## src/rtl/nibble_serial_sub.sv

```systemverilog
// nibble_serial_sub: multi-cycle WIDTH-bit subtractor, D = A - B - Bin.
// One 4-bit lookahead slice is reused for every nibble, LSB nibble first.
// Subtraction is done as A + ~B + ~borrow, with the borrow held in a flop
// between nibbles. WIDTH must be a multiple of 4 and at least 4.

// fastcarry_4: 4-bit carry-lookahead adder slice.
module fastcarry_4 (
    input  logic [3:0] a,
    input  logic [3:0] b,
    input  logic       cin,
    output logic [3:0] s,
    output logic       cout
);

    logic [3:0] g;
    logic [3:0] p;
    logic [4:1] c;

    // Generate/propagate terms and flattened lookahead carries.
    always_comb begin
        g    = a & b;
        p    = a ^ b;
        c[1] = g[0] | (p[0] & cin);
        c[2] = g[1] | (p[1] & g[0]) | (p[1] & p[0] & cin);
        c[3] = g[2] | (p[2] & g[1]) | (p[2] & p[1] & g[0])
             | (p[2] & p[1] & p[0] & cin);
        c[4] = g[3] | (p[3] & g[2]) | (p[3] & p[2] & g[1])
             | (p[3] & p[2] & p[1] & g[0])
             | (p[3] & p[2] & p[1] & p[0] & cin);
        s    = p ^ {c[3], c[2], c[1], cin};
        cout = c[4];
    end

endmodule

// State table
//   state   | meaning
//   IDLE    | waiting for start; result registers hold last result
//   RUN     | one nibble per edge, NIB edges total
//   DONE    | one-cycle done pulse; start accepted back-to-back
module nibble_serial_sub #(
    parameter int WIDTH = 16
) (
    input  logic             clk,
    input  logic             rst,
    input  logic             start,
    input  logic [WIDTH-1:0] A,
    input  logic [WIDTH-1:0] B,
    input  logic             Bin,
    output logic             ready,
    output logic             busy,
    output logic             done,
    output logic [WIDTH-1:0] D,
    output logic             Bout,
    output logic             V,
    output logic             Z
);

    localparam int NIB = WIDTH / 4;
    localparam int CW  = (NIB > 1) ? $clog2(NIB) : 1;

    typedef enum logic [1:0] {
        ST_IDLE = 2'd0,
        ST_RUN  = 2'd1,
        ST_DONE = 2'd2
    } state_t;

    state_t           state_q, state_d;
    logic [CW-1:0]    cnt_q, cnt_d;
    logic [WIDTH-1:0] a_q, a_d;
    logic [WIDTH-1:0] b_q, b_d;
    logic             borrow_q, borrow_d;
    logic [WIDTH-1:0] d_q, d_d;
    logic             bout_q, bout_d;
    logic             v_q, v_d;
    logic             z_q, z_d;
    logic             ready_q, ready_d;
    logic             busy_q, busy_d;
    logic             done_q, done_d;

    logic [3:0]       nib_s;
    logic             nib_c;
    logic [WIDTH+3:0] d_cat;
    logic [WIDTH-1:0] d_shift;
    logic             last_nib;

    // Operand shadows shift right each RUN edge, so the current nibble is
    // always in bits [3:0]; on the last nibble bit 3 is the operand sign.
    fastcarry_4 u_fc (
        .a    (a_q[3:0]),
        .b    (~b_q[3:0]),
        .cin  (~borrow_q),
        .s    (nib_s),
        .cout (nib_c)
    );

    // Result enters at the top and shifts down; after NIB edges nibble 0
    // sits in D[3:0].
    always_comb begin
        d_cat    = {nib_s, d_q};
        d_shift  = d_cat[WIDTH+3:4];
        last_nib = (cnt_q == CW'(NIB - 1));
    end

    // Next-state and datapath: accept in IDLE/DONE, one nibble per RUN edge.
    always_comb begin
        state_d  = state_q;
        cnt_d    = cnt_q;
        a_d      = a_q;
        b_d      = b_q;
        borrow_d = borrow_q;
        d_d      = d_q;
        bout_d   = bout_q;
        v_d      = v_q;
        z_d      = z_q;

        case (state_q)
            ST_IDLE, ST_DONE: begin
                if (start) begin
                    a_d      = A;
                    b_d      = B;
                    borrow_d = Bin;
                    cnt_d    = '0;
                    d_d      = '0;
                    state_d  = ST_RUN;
                end else begin
                    state_d  = ST_IDLE;
                end
            end
            ST_RUN: begin
                d_d      = d_shift;
                a_d      = a_q >> 4;
                b_d      = b_q >> 4;
                borrow_d = ~nib_c;
                cnt_d    = cnt_q + CW'(1);
                if (last_nib) begin
                    cnt_d   = '0;
                    state_d = ST_DONE;
                    bout_d  = ~nib_c;
                    v_d     = (a_q[3] != b_q[3]) && (nib_s[3] != a_q[3]);
                    z_d     = (d_shift == '0);
                end
            end
            default: begin
                state_d = ST_IDLE;
            end
        endcase

        ready_d = (state_d != ST_RUN);
        busy_d  = (state_d == ST_RUN);
        done_d  = (state_d == ST_DONE);
    end

    // All state and outputs registered; synchronous reset wins over start.
    always_ff @(posedge clk) begin
        if (rst) begin
            state_q  <= ST_IDLE;
            cnt_q    <= '0;
            a_q      <= '0;
            b_q      <= '0;
            borrow_q <= 1'b0;
            d_q      <= '0;
            bout_q   <= 1'b0;
            v_q      <= 1'b0;
            z_q      <= 1'b0;
            ready_q  <= 1'b1;
            busy_q   <= 1'b0;
            done_q   <= 1'b0;
        end else begin
            state_q  <= state_d;
            cnt_q    <= cnt_d;
            a_q      <= a_d;
            b_q      <= b_d;
            borrow_q <= borrow_d;
            d_q      <= d_d;
            bout_q   <= bout_d;
            v_q      <= v_d;
            z_q      <= z_d;
            ready_q  <= ready_d;
            busy_q   <= busy_d;
            done_q   <= done_d;
        end
    end

    assign ready = ready_q;
    assign busy  = busy_q;
    assign done  = done_q;
    assign D     = d_q;
    assign Bout  = bout_q;
    assign V     = v_q;
    assign Z     = z_q;

endmodule

```

## config.mk

```make
export PLATFORM = sky130hd
export DESIGN_NAME = nibble_serial_sub
export DESIGN_NICKNAME = d
export VERILOG_FILES = /design/src/rtl/nibble_serial_sub.sv
export SDC_FILE = /design/constraint.sdc
export NUM_CORES = 1
export LEC_CHECK = 0
export CAP_MARGIN = 15
export CORE_ASPECT_RATIO = 1.25
export CORE_MARGIN = 5
export CORE_UTILIZATION = 44
export CTS_CLUSTER_SIZE = 12
export DETAILED_ROUTE_END_ITERATION = 7
export PLACE_DENSITY = 0.86
export RECOVER_POWER = 50
export SYNTH_ARGS = -nofsm -noshare
export SYNTH_HDL_FRONTEND = slang
export SYNTH_SLANG_ARGS = --single-unit
```

## constraint.sdc

```tcl
create_clock -name clk -period 1.7 [get_ports clk]
set_input_delay 0.34 -clock clk [delete_from_list [all_inputs] [get_ports clk]]
set_output_delay 0.34 -clock clk [all_outputs]
set_load 0.01 [all_outputs]
```

Word-level counts from Yosys, hierarchy flattened
Index checks and enable logic that the tools add are counted.

storage, ports and cells
  register bits after elaboration = 59
  logic and storage cells = 75
  input bits = 36
  ROM bits = 0
  bits in writable memories = 0
  latch bits = 0
  output and inout port bits = 22
  memories = 0

operators by class
  div/mod/pow operators = 0
  shifts and indexed selects = 0
  equal/unequal tests = 9
  reduce and logical (&&, ||, !) cells = 7
  add/subtract/negate cells = 1
  multiplexer cells = 14
  bitwise logic cells = 32
  multiply operators = 0
  order comparisons = 0

operator list
  cell                                                              number
  16-bit one-hot mux with 2 select lines                            3
  16-bit 2-to-1 mux                                                 3
  1-bit AND                                                         16
  16-bit logical NOT                                                1
  1-bit OR                                                          10
  2-bit one-hot mux with 2 select lines                             2
  4-bit XOR                                                         2
  2-bit == test (second input constant)                             3
  2-bit 2-to-1 mux                                                  3
  4-bit AND                                                         1
  2-bit by 1-bit == test with 1-bit output (second input constant)  2
  4-bit NOT                                                         1
  2-bit AND reduction                                               2
  2-bit by 1-bit adder with 2-bit output (second input constant)    1
  2-bit logical NOT                                                 1
  1-bit 2-to-1 mux                                                  2
  1-bit != test                                                     2
  2-bit by 1-bit != test with 1-bit output (second input constant)  1
  2-bit != test (second input constant)                             1
  1-bit NOT                                                         2
  1-bit one-hot mux with 2 select lines                             1
  2-bit nonzero test                                                1
  2-bit OR reduction                                                1
  1-bit logical AND                                                 1

Depth between registers and ports, before layout
  word-level depth = 9
  mapped depth = 7
  depth with buffers taken out = 7

Cells and area by module
From an unflattened synthesis, not the netlist that was laid out.

second synthesis, totals
  cell total of the unflattened synthesis = 285
  area, all modules = 2452.4 µm²

modules (own cells, without submodules)
  module             sequential area each (µm²)  cells an instance  times used  area each (µm²)
  nibble_serial_sub  1181.1                      268                1           2304.7
  fastcarry_4        0.0                         17                 1           147.6

Least setup slack after synthesis
OpenSTA, ideal clock, no wires.

  kind = register to register
  from = register a_q[0]
  to = register z_q (netlist: Z)
  setup time = 87 ps
  data required time = 1613 ps
  arrival = 1528 ps
  stages on the path, launching flop included = 7
  path buffers = 0
  clock period less this slack = 1615 ps
  setup slack = 85 ps
  cells stage by stage = dfxtp_1 > inv_1 > fa_1 > nand2b_1 > nor4_4 > nand4_1 > o31ai_1

on the way
  word-level cells in the longest chain between the ends = 6
  elaborated cells on any way between the ends = 16
  those cells by class = 15 x bitwise; 1 x reduce/logical

RTL lines
  item                                    RTL line    source
  start, declared                         70          logic [WIDTH-1:0] a_q, a_d;
  start signal, assigned                  159         a_q <= '0;
  start signal, assigned                  172         a_q <= a_d;
  4-bit AND or 4-bit XOR (tied branches)  21, 22
  1-bit AND (on tied branches)            24, 25, 26
  1-bit OR (tied with other cells)        24          c[2] = g[1] | (p[1] & g[0]) | (p[1] & p[0] & cin);
  1-bit OR (on tied branches)             24, 26
  4-bit XOR *                             30          s = p ^ {c[3], c[2], c[1], cin};
  16-bit logical NOT *                    141         z_d = (d_shift == '0);
  end signal, assigned                    178         z_q <= z_d;
  end, declared                           76          logic z_q, z_d;

Mark *: on every way between the ends. The rest lies on a longest branch, timed or not.
A chain may end at the register's enable or synchronous reset.

Worst setup path after layout
Same ends and word-level chain as after synthesis.

==> reports/results.tsv <==
metric	value	unit
clock latency on the worst-skew pair	340	ps
FILL cells	415	
Max Clk Rate	0.592	GHz
post-synthesis average cell area	9.20	um^2
Worst Tran Pin Value	624	ps
Final Slew Violations	0	
leakage	1.37	nW
RSZ-0062 raised after global routing	yes	
P&R area growth vs syn	41.4	%
CTS root buf	clkbuf_8	
crit end category	flop	
First DRT Iteration DRCs	182	
# H-tree levels	3	
global-route met2 utilization	29.5	%
Crit. Startpoint	a_q[0]	
worst hold path class	in -> reg	
CTS tree	yes	
Mapped Nets	312	
Place WS	-370	ps
Async SR Flop Fraction	0	%
crit path max fanout	3	
Placer Congestion	0.808	
clock slew at reported path FFs	70	ps
Initial Utilization	45.4	%
Antenna Nets Post-Route	0	
Gate Count Post-Synth	269	
part of the Yosys area used for sequential elements	47.7	%
Final Setup Violations	0	
vias per cell	5.55	
Slew HR	58.3	%
port bufs	57	
vias in the first global route	2180	
nets	372	
hpwl dp	4090	um
warnings from Yosys	0	
antenna violations before repair	0	
GRT overflow	0	
Die ar.	7230	um^2
most common flop cell mapped by yosys	dfxtp_1	
share of layout cells above drive strength 1	17.7	%
Core Util, Final	64.3	%
Crit Path Category	reg -> reg	
core area	5440	um^2
clk buf depth	2	
met3 usage	5.57	%
CP Data Required Time	1960	ps
chip height	93.8	um
outcome	finished, final reports clean	
register area	1190	um^2
Ant. Diodes	0	
final hold vios	0	
min Tclk post-route	1690	ps
Initial DRT Pass Iterations	5	
type of origin of the critical path	flop	
commonest non-fill, non-tap cell in the layout	nor2_1	
GRT Overall Usage	17.9	%
Tcrit/Tclk final	99.4	%
global routing met1 resource utilization	21.1	%
most used routing layer	met2	
I/O pin cnt	58	
global-route wire length before repair	10400	um
crit path DAT	1950	ps
cell row count	30	
wire per inst	16.6	um
pin count of the biggest net entering global routing	45	
Clock Sinks	59	
final worst setup slack	9.76	ps
Seq cells post-synth	59	
synthesized area	2470	um^2
Power Density	1070	nW/um^2
hold path startpoint	rst	
Max Cap Viol	0	
total CTS buffers	9	
R2R Path Start	a_q[0]	
Die X	77.1	um
number of flops mapped to enable cells by yosys	0	
clock skew	7.30	ps
Max VDD drop	0.781	mV
WL final	6620	um
DRC viols	0	
vias after detailed routing	2208	
highest-count cells in the layout ignoring fill and taps	nor2_1, dfxtp_1, clkdlybuf4s50_1	
Multi-input gate area	1300	um^2
post-synth cell types	32	
## critical path, cell delays in order (launching register included)
cell     delay (ps)
dfxtp_2         360
inv_2            50
fa_2            430
xnor2_4         180
nor4_4          200
nand4_1         140
o31ai_2         240
## registers in the layout, summed over array words and instances, names as in the netlist, 2 cells and up
signal / cells
b_q: 16
a_q: 16
state_q: 2
cnt_q: 2
D: 16
## layer usage
metal,vias up,part of all wire [%]
li1,1072,-
met1,1038,39
met2,85,52
met3,13,6.0
met4,0,2.5
met5,-,0
## area by class of cell
cell class | count | share of cell area, %
inverters | 6 | 0.644
repair buffers | 70 | 20.0
clock inverters | 6 | 2.29
clock buffers | 10 | 3.65
flip-flops and latches | 59 | 34.0
multi-input cells | 183 | 37.2
well taps | 64 | 2.29
## worst paths after layout
check | endpoint | slack [ps] | depth (start not counted)
max | Z | 10 | 6
min | D[12] | 420 | 2
max reg2reg | Z | 10 | 6
min reg2reg | Bout | 480 | 2
## cell usage after synthesis (2+ instances only)
master	instances	area share, %
a211oi_1	24	7.3
a21oi_1	7	1.4
a22oi_1	24	7.3
buf_1	3	0.46
buf_2	5	1.0
buf_4	2	0.61
clkbuf_1	11	1.7
dfxtp_1	59	48
ha_1	6	3.0
inv_1	6	0.91
mux2i_1	19	7.7
nand2_1	3	0.46
nand2b_1	4	1.0
nand3b_1	2	0.61
nor2_1	67	10
nor2b_1	2	0.51
nor3_1	8	1.6
or3_1	2	0.51
xor2_1	2	0.71
## power by group
group	switching [mW]	internal, mW
clock	0.544	0.814
sequential	0.0664	1.48
combinational	0.406	0.416
## per-stage QoR
stage / cells / total power, mW / TNS [ps] / area [um^2] / hold WS [ps]
2_1_floorplan: 269 / 1.99 / 0 / 2470 / 466
3_3_place_gp: 377 / 2.20 / -10990 / 3120 / 456
3_5_place_dp: 377 / 2.23 / -12860 / 3120 / 468
4_1_cts: 394 / 3.60 / -15.5 / 3340 / 392
5_1_grt: 398 / 3.90 / -282 / 3500 / 433
6_report: 398 / 3.73 / 0 / 3500 / 425
## what timing repair did
action	in CTS	in global routing
hold buffers	0	0
gates resized for setup	4	27
pin swaps	2	10
setup buffers	1	4
endpoints found under the setup margin	24	16
## cells by family after synthesis
logic type	share of synthesized area, %
AOI/OAI and AO/OA	17.6
xor gates and xnor gates	1.06
adders and majority gates	3.84
buffers and inverters	4.65
DFF	47.7
muxes	7.69
and+or+nand+nor	17.4
No activity file was read; power rests on OpenSTA's default activity.
==> RTL edit, RTL diff (config.mk and constraints unchanged) <==
Set the parameter `WIDTH` to 32 (it was 16).
--- a/src/rtl/nibble_serial_sub.sv
+++ b/src/rtl/nibble_serial_sub.sv
@@ -39,7 +39,7 @@
 //   RUN     | one nibble per edge, NIB edges total
 //   DONE    | one-cycle done pulse; start accepted back-to-back
 module nibble_serial_sub #(
-    parameter int WIDTH = 16
+    parameter int WIDTH = 32
 ) (
     input  logic             clk,
     input  logic             rst,
Interface: changed (resized A, B and D); port bits go from 58 to 106. No check against the original RTL was run, so the function may have changed too.
==> RTL edit against the unedited design <==
The run now ends with negative setup slack left; synthesized area increased by 64%; routed wire length is 77% higher; hold slack lost 0.20 ns; non-clock buffer count grew 54; sequential cell count rose by 49; combinational power increased by 29%; via count is 73% higher; total power up 56%; setup slack lost 0.26 ns; maximum frequency shrank 13%; design area grew 60%.
==> RTL edit: results (changes against the unedited design) <==
[metrics] biggest area contributors in the synthesized netlist: sky130_fd_sc_hd__dfxtp_1 (53%), sky130_fd_sc_hd__nor2_1 (9.3%), sky130_fd_sc_hd__o22ai_1 (8.6%)
[metrics] overall global routing resource usage: 20.4% (+2.5 points)
[metrics] CTS Root Buffer Type: sky130_fd_sc_hd__clkbuf_16
[metrics] final setup violating endpoints: 1 (+1)
[metrics] port buffer count: 105 (+84%)
[metrics] number of fill cells in the layout: 785 (+89%)
[metrics] met2 wire length: 5800 um (+67%)
[metrics] Non-clk invs: 7 (+1)
[metrics] area occupied by multi-input gates: 0.00178 mm2 (+37%)
[metrics] maximum number of pins on one net before global-route repair: 106 (+140%)
[metrics] final RePlAce weighted congestion: 0.853 (+5.6%)
[metrics] fraction of area in multi-input gates: 31.7% (-5.5 points)
[metrics] seq pwr: 0.00282 W (+82%)
[metrics] layout buffering overhead excluding clock cells: 21.6% (+1.6 points)
[metrics] final clock skew: 0.0102 ns (+0.00291 ns)
[metrics] DR iter-0 viols: 219 (+20%)
[metrics] cells resized by post-CTS repair: 9 (+5)
[metrics] crit path DAT: 2.24 ns (+0.29 ns)
[metrics] switching share of total power: 27.2% (-0.081 points)
[metrics] Post-Layout Cell Count: 682 (+71%)
[metrics] maximum ir drop on the vdd rail: 0.000766 V (-1.9%)
[metrics] detailed-route vias per instance: 5.59 (+0.78%)
[metrics] CP max stage delay: 0.53 ns (+0.10 ns)
[metrics] sequential-to-total area share from yosys stat: 53.1% (+5.4 points)
[metrics] cell type of the slowest stage on the worst timing path: sky130_fd_sc_hd__fa_1
[metrics] sequential portion of the cell area: 38.7% (+4.7 points)
[metrics] CP delay by family, top: simple AND/OR/NAND/NOR gates
[metrics] pre-CTS worst setup slack: -0.501 ns (-0.131 ns)
[metrics] accumulated negative setup slack: -0.252 ns (-0.252 ns)
[metrics] pwr/cell area: 1030 mW/mm2 (-2.8%)
[metrics] met2 track demand over resource: 32.3% (+2.8 points)
[metrics] Yosys cell types: 34 (+6.3%)
[metrics] multi-input combinational cell count: 304 (+66%)
[metrics] outcome: finished with violations
[metrics] setup slack after layout: -0.252 ns (-0.262 ns)
[metrics] post-synthesis net count: 534 (+71%)
[metrics] routed wirelength normalized by instance count: 17.1 um (+3.0%)
[metrics] met3 capacity usage during global routing: 4.80% (-0.77 points)
[metrics] share of final-layout standard cells stronger than drive strength 1: 9.48% (-8.2 points)
[metrics] violations in the final reports: negative setup slack
[metrics] Synth Area per Inst: 8.86 um2 (-3.6%)
[metrics] static leakage: 2.12 nW (+55%)
[metrics] combinational gate power: 0.00106 W (+29%)
[metrics] first-pass GRT wire length: 18400 um (+78%)
[metrics] depth of the worst register-to-register path: 7 (+1)
[metrics] number of flip-flops and latches: 108 (+83%)
RTL edit: cells by family (layout without fill, tap and decap cells):
group | count (synthesis) | count (layout) | share of synthesized area (%)
and+or+nand+nor | 176 | 177 | 19.6
AOI/OAI and AO/OA | 117 | 117 | 19.3
DFF | 108 | 108 | 53.1
buffers and inverters | 48 | 147 | 4.92
adders and majority gates | 7 | 7 | 2.34
xor gates and xnor gates | 3 | 3 | 0.646
RTL edit: how the worst min path moves through the flow:
stage	startpoint	to	slack [ns]	cells after the start
after floorplan	b_q[1]$_SDFFE_PP0P_	b_q[1]$_SDFFE_PP0P_	0.44	2
after global placement	Bout$_SDFFE_PP0P_	Bout$_SDFFE_PP0P_	0.45	2
after detailed placement	Bout$_SDFFE_PP0P_	Bout$_SDFFE_PP0P_	0.45	2
after CTS	rst	state_q[1]$_SDFF_PP0_	0.22	2
after global routing	rst	state_q[1]$_SDFF_PP0_	0.21	2
final	rst	state_q[1]$_SDFF_PP0_	0.22	2
